[src/rtl/lm_sm_sequencer.sv]
// LM/SM multi-register transfer sequencer.
// Walks an 8-bit register list lowest index first and moves one register per
// two-cycle slot between the register file and consecutive memory addresses.
module lm_sm_sequencer #(
   parameter int unsigned DATA_W = 16,
   parameter int unsigned NREG   = 8
) (
   input  logic              clk,
   input  logic              proc_rst,
   input  logic              start,
   input  logic              is_store,
   input  logic [NREG-1:0]   reg_list,
   input  logic [DATA_W-1:0] base_addr,
   output logic              busy,
   output logic              done,
   output logic [DATA_W-1:0] mem_addr,
   output logic              mem_read,
   output logic              mem_write,
   output logic [DATA_W-1:0] mem_wdata,
   input  logic [DATA_W-1:0] mem_rdata,
   output logic [2:0]        rf_raddr,
   input  logic [DATA_W-1:0] rf_rdata,
   output logic [2:0]        rf_waddr,
   output logic [DATA_W-1:0] rf_wdata,
   output logic              rf_wen
);

   typedef enum logic [1:0] {S_IDLE, S_PH1, S_PH2, S_FIN} state_e;

   state_e              state_q, state_d;
   logic [NREG-1:0]     pend_q, pend_d;
   logic [DATA_W-1:0]   addr_q, addr_d;
   logic                store_q, store_d;
   logic [2:0]          idx_q, idx_d;

   logic                busy_q, busy_d;
   logic                done_q, done_d;
   logic [DATA_W-1:0]   mem_addr_q, mem_addr_d;
   logic                mem_read_q, mem_read_d;
   logic                mem_write_q, mem_write_d;
   logic [DATA_W-1:0]   mem_wdata_q, mem_wdata_d;
   logic [2:0]          rf_raddr_q, rf_raddr_d;
   logic [2:0]          rf_waddr_q, rf_waddr_d;
   logic                rf_wen_q, rf_wen_d;

   // Index of the lowest set bit; scanning downward lets the lowest one win.
   function automatic logic [2:0] lowest_set(input logic [NREG-1:0] v);
      logic [2:0] r;
      r = '0;
      for (int unsigned k = NREG; k > 0; k--) begin
         if (v[k-1]) r = 3'(k - 1);
      end
      return r;
   endfunction

   // State, transfer context and registered outputs.
   always_ff @(posedge clk or negedge proc_rst) begin
      if (!proc_rst) begin
         state_q     <= S_IDLE;
         pend_q      <= '0;
         addr_q      <= '0;
         store_q     <= 1'b0;
         idx_q       <= '0;
         busy_q      <= 1'b0;
         done_q      <= 1'b0;
         mem_addr_q  <= '0;
         mem_read_q  <= 1'b0;
         mem_write_q <= 1'b0;
         mem_wdata_q <= '0;
         rf_raddr_q  <= '0;
         rf_waddr_q  <= '0;
         rf_wen_q    <= 1'b0;
      end else begin
         state_q     <= state_d;
         pend_q      <= pend_d;
         addr_q      <= addr_d;
         store_q     <= store_d;
         idx_q       <= idx_d;
         busy_q      <= busy_d;
         done_q      <= done_d;
         mem_addr_q  <= mem_addr_d;
         mem_read_q  <= mem_read_d;
         mem_write_q <= mem_write_d;
         mem_wdata_q <= mem_wdata_d;
         rf_raddr_q  <= rf_raddr_d;
         rf_waddr_q  <= rf_waddr_d;
         rf_wen_q    <= rf_wen_d;
      end
   end

   // Next state plus the pending list, address and direction bookkeeping.
   always_comb begin
      state_d = state_q;
      pend_d  = pend_q;
      addr_d  = addr_q;
      store_d = store_q;
      unique case (state_q)
         S_IDLE: begin
            if (start) begin
               pend_d  = reg_list;
               addr_d  = base_addr;
               store_d = is_store;
               state_d = (reg_list != '0) ? S_PH1 : S_FIN;
            end
         end
         S_PH1: state_d = S_PH2;
         S_PH2: begin
            pend_d  = pend_q & ~(NREG'(1) << idx_q);
            addr_d  = addr_q + DATA_W'(1);
            state_d = (pend_d != '0) ? S_PH1 : S_FIN;
         end
         S_FIN:   state_d = S_IDLE;
         default: state_d = S_IDLE;
      endcase
      idx_d = (state_d == S_PH1) ? lowest_set(pend_d) : idx_q;
   end

   // Outputs for the state being entered, so they appear registered in it.
   always_comb begin
      busy_d      = (state_d != S_IDLE);
      done_d      = 1'b0;
      mem_addr_d  = '0;
      mem_read_d  = 1'b0;
      mem_write_d = 1'b0;
      mem_wdata_d = '0;
      rf_raddr_d  = '0;
      rf_waddr_d  = '0;
      rf_wen_d    = 1'b0;
      unique case (state_d)
         S_PH1: begin
            if (store_d) begin
               rf_raddr_d = idx_d;
            end else begin
               mem_read_d = 1'b1;
               mem_addr_d = addr_d;
            end
         end
         S_PH2: begin
            if (store_q) begin
               mem_write_d = 1'b1;
               mem_addr_d  = addr_q;
               mem_wdata_d = rf_rdata;
            end else begin
               rf_wen_d   = 1'b1;
               rf_waddr_d = idx_q;
            end
         end
         S_FIN:   done_d = 1'b1;
         default: ;
      endcase
   end

   assign busy      = busy_q;
   assign done      = done_q;
   assign mem_addr  = mem_addr_q;
   assign mem_read  = mem_read_q;
   assign mem_write = mem_write_q;
   assign mem_wdata = mem_wdata_q;
   assign rf_raddr  = rf_raddr_q;
   assign rf_waddr  = rf_waddr_q;
   assign rf_wen    = rf_wen_q;
   // Load data only becomes valid during PH2 itself, so it is forwarded
   // straight through, gated by the registered write enable.
   assign rf_wdata  = rf_wen_q ? mem_rdata : '0;

endmodule

[config.mk]
export PLATFORM = sky130hd
export DESIGN_NAME = lm_sm_sequencer
export DESIGN_NICKNAME = d
export VERILOG_FILES = /design/src/rtl/lm_sm_sequencer.sv
export SDC_FILE = /design/constraint.sdc
export NUM_CORES = 1
export LEC_CHECK = 0
export CAP_MARGIN = 0
export CORE_MARGIN = 4
export CORE_UTILIZATION = 45
export CTS_CLUSTER_SIZE = 25
export DETAILED_ROUTE_END_ITERATION = 7
export MAX_ROUTING_LAYER = met4
export PLACE_DENSITY = 0.8
export SLEW_MARGIN = 20
export SYNTH_ARGS = -nofsm -noshare
export SYNTH_HDL_FRONTEND = slang
export SYNTH_SLANG_ARGS = --single-unit
[constraint.sdc]
create_clock -name clk -period 2.3 [get_ports clk]
set_clock_uncertainty 0.05 [all_clocks]
set_input_delay 0.69 -clock clk [delete_from_list [all_inputs] [get_ports clk]]
set_output_delay 0.69 -clock clk [all_outputs]
set_load 0.02 [all_outputs]
==> metrics <==
Pins Over Slew Limit 0; Rel. slew slack between 60% and 70%; initial core utilization 46.5%; Cell Int Power between 3000 and 4000 µW; number of flops mapped to enable cells by yosys 0; worst-skew pair later-pin latency around 0.35 ns; pre-CTS setup slack -0.448 ns; total power between 6000 and 7000 µW; routability cong. ~0.94; period utilization slightly below 100%; port bufs 118; Die Height about 95 µm; required time of the critical path 1.56 ns; switching power roughly 2400 µW; CTS tree yes; wirelength, routed between 9000 and 10000 µm; post-route ant nets 0; cell area after synthesis about 3400 µm²; sequential fraction of the synthesis area roughly 54%; WP depth 3; share of layout cells above drive strength 1 18.8%; drt first pass iters 4; die width ~95 µm; placed cells 556; Worst path max stage delay about 0.45 ns; crit-path leading delay family buffers and inverters; critical path capture point type output pin; std cell rows 31; crit-path cells clkdlybuf4s50_1 > and2_1 > clkdlybuf4s15_2; Final min period about 2.3 ns; status completed; critical path startpoint category input port; Yosys Warn Count 0; clock network power share 15.4%; Final HPWL DP a little over 7000 µm; RSZ-0062 raised after global routing no; worst-path fanout max 1; ant diodes 0; crit path launch mem_rdata[15]; Max stage delay cell, worst path clkdlybuf4s50_1; r2r endpoint rf_raddr[1]; Clock Tree Buf Depth 2; Vias/cell roughly 5.3; IO Pins roughly 120; Lkg Pwr between 0.002 and 0.0025 µW; cts bufs inserted 9; DP Area 4860 µm²; CP Buf/Inv Count 2; R2R Path Start state_q[1]; Distinct cells, synth a little over 60; worst min path class input port to async pin; Slew @ Worst Pin about 0.55 ns; Avg Inst Size Synth 10.4 µm²; PD cells between 1000 and 1500 nW/µm²; Peak VDD IR 0.000565 V; commonest non-fill, non-tap cell in the layout clkdlybuf4s50_1; syn nets about 390; R2R setup slack roughly 0.17 ns; Syn Inst Count 326; Sw Share 40.5%; post-route cell area 5050 µm²; Area growth, synth to finish 49.1%; clock sink count 73; Root Driver clkbuf_8; Final Core Density 69.3%; Clk pin slew, worst setup/hold paths around 0.09 ns; R2R depth 7; Fin. Hold Viols 0; CORE AREA roughly 7300 µm²; Initial DRC Count 201; vias in the first global route roughly 3000; first-pass GRT wire length roughly 15000 µm; # nets final 530; vias 3038; Crit Path Class input port to output pin; routed wire length per instance approximately 17 µm; asr flop ratio synth 100%; #FFs+latches synth between 70 and 80; max cap viols 0; Die ar. approximately 9000 µm²; Comb pwr share between 40% and 50%; total grt overflow 0; final worst slack around 0.035 ns; dominant synthesized flop cell dfrtp_1; Seq pwr share between 30 and 40%; H-tree depth 3; Fmax between 400 and 500 MHz; commonest cells after routing, fill and taps aside clkdlybuf4s50_1, dfrtp_1, and2_1, buf_4, nand2_1; final setup fails 0; largest net degree at the start of global routing 74; antenna violations before repair 0; Arrival @ worst endpoint around 1.5 ns; fin cells roughly 570; drt drc 0; Hold Buf Count CTS 0; Global Route Usage Sum 22.5%
[worst register-to-register path, cell delays in order, from the launching register on]
cell      delay [ns]
dfrtp_2         0.52
buf_4           0.20
nor4bb_4        0.25
a311o_1         0.21
nand3b_1        0.14
or3b_1          0.37
a21oi_2         0.16
and3_1          0.18
[flip-flops by register name, summed over array words and instances, names as in the netlist]
name,flops
rf_waddr,3
addr_q,16
idx_q,3
store_q,1
pend_q,8
busy,1
rf_raddr,3
state_q,2
mem_read,1
done,1
mem_wdata,16
mem_write,1
mem_addr,16
rf_wen,1
[metal layers]
metal	share of wire, %	routed length [µm]	vias to the layer above	GRT usage, %
met5	0	0	-	-
met4	2.3	218	0	9.38
met3	7.9	756	20	4.62
met2	46	4350	121	33.2
met1	44	4190	1455	30.4
li1	-	-	1442	-
[worst max-delay path by stage]
stage | end | slack [ns]
global route | rf_wdata[12] | 0.009
CTS | rf_wdata[13] | 0.003
global placement | mem_addr[13] | -0.45
floorplan | rf_raddr[1] | 0.10
detailed placement | idx_q[1] | -0.45
finish | rf_wdata[15] | 0.03
[Yosys cell counts (5+ instances only)]
master / instances / area share [%]
inv_1: 5 / 0.55
nand2_1: 25 / 2.8
a22o_1: 15 / 3.9
nor3_1: 7 / 1.0
nor2_1: 22 / 2.4
and2_1: 37 / 6.8
clkbuf_1: 13 / 1.4
a21oi_1: 14 / 2.1
o21ai_0: 15 / 2.2
a31oi_1: 7 / 1.3
dfrtp_1: 73 / 54
nor4_1: 5 / 0.92
[power by group through the flow]
| stage | clock (µW) | sequential, µW | combinational (µW) |
|---|---|---|---|
| 6_report | 930 | 2140 | 2970 |
| 5_1_grt | 1020 | 2220 | 3220 |
| 4_1_cts | 946 | 2130 | 2930 |
| 3_5_place_dp | 0 | 2150 | 2940 |
| 3_3_place_gp | 0 | 2140 | 2880 |
| 2_1_floorplan | 0 | 2240 | 1570 |
[logic make-up after synthesis]
logic type,after synthesis,share of synthesized area [%]
AND/OR/NAND/NOR,136,22.6
AO/OA/AOI/OAI,75,15.3
flip-flops,73,53.9
buffers and inverters,29,4.25
multiplexers,8,2.51
XOR/XNOR,4,1.03
adder cells (fa/ha/maj),1,0.369
[metrics by stage]
step / setup TNS (ns) / hold slack (ns)
after global routing: 0 / 0.344
after floorplan: 0 / 0.344
after CTS: 0 / 0.329
after global placement: -14.06 / 0.436
final: 0 / 0.326
after detailed placement: -14.23 / 0.444
[final cells by class]
cell class | count | area, µm²
tap | 99 | 124
multi-input combinational | 224 | 1470
clock inverter | 7 | 58.8
timing repair buffer | 154 | 1420
clock buffer | 9 | 124
fill | 559 | 2240
inverter | 7 | 26.3
sequential | 73 | 1830
[what timing repair did]
| action | CTS | global route |
|---|---|---|
| pin swaps | 0 | 1 |
| endpoints found under the hold margin | 0 | 0 |
| gates resized for setup | 44 | 21 |
| endpoints found under the setup margin | 38 | 31 |
| setup buffers | 0 | 1 |
No activity file was read; power rests on OpenSTA's default activity.
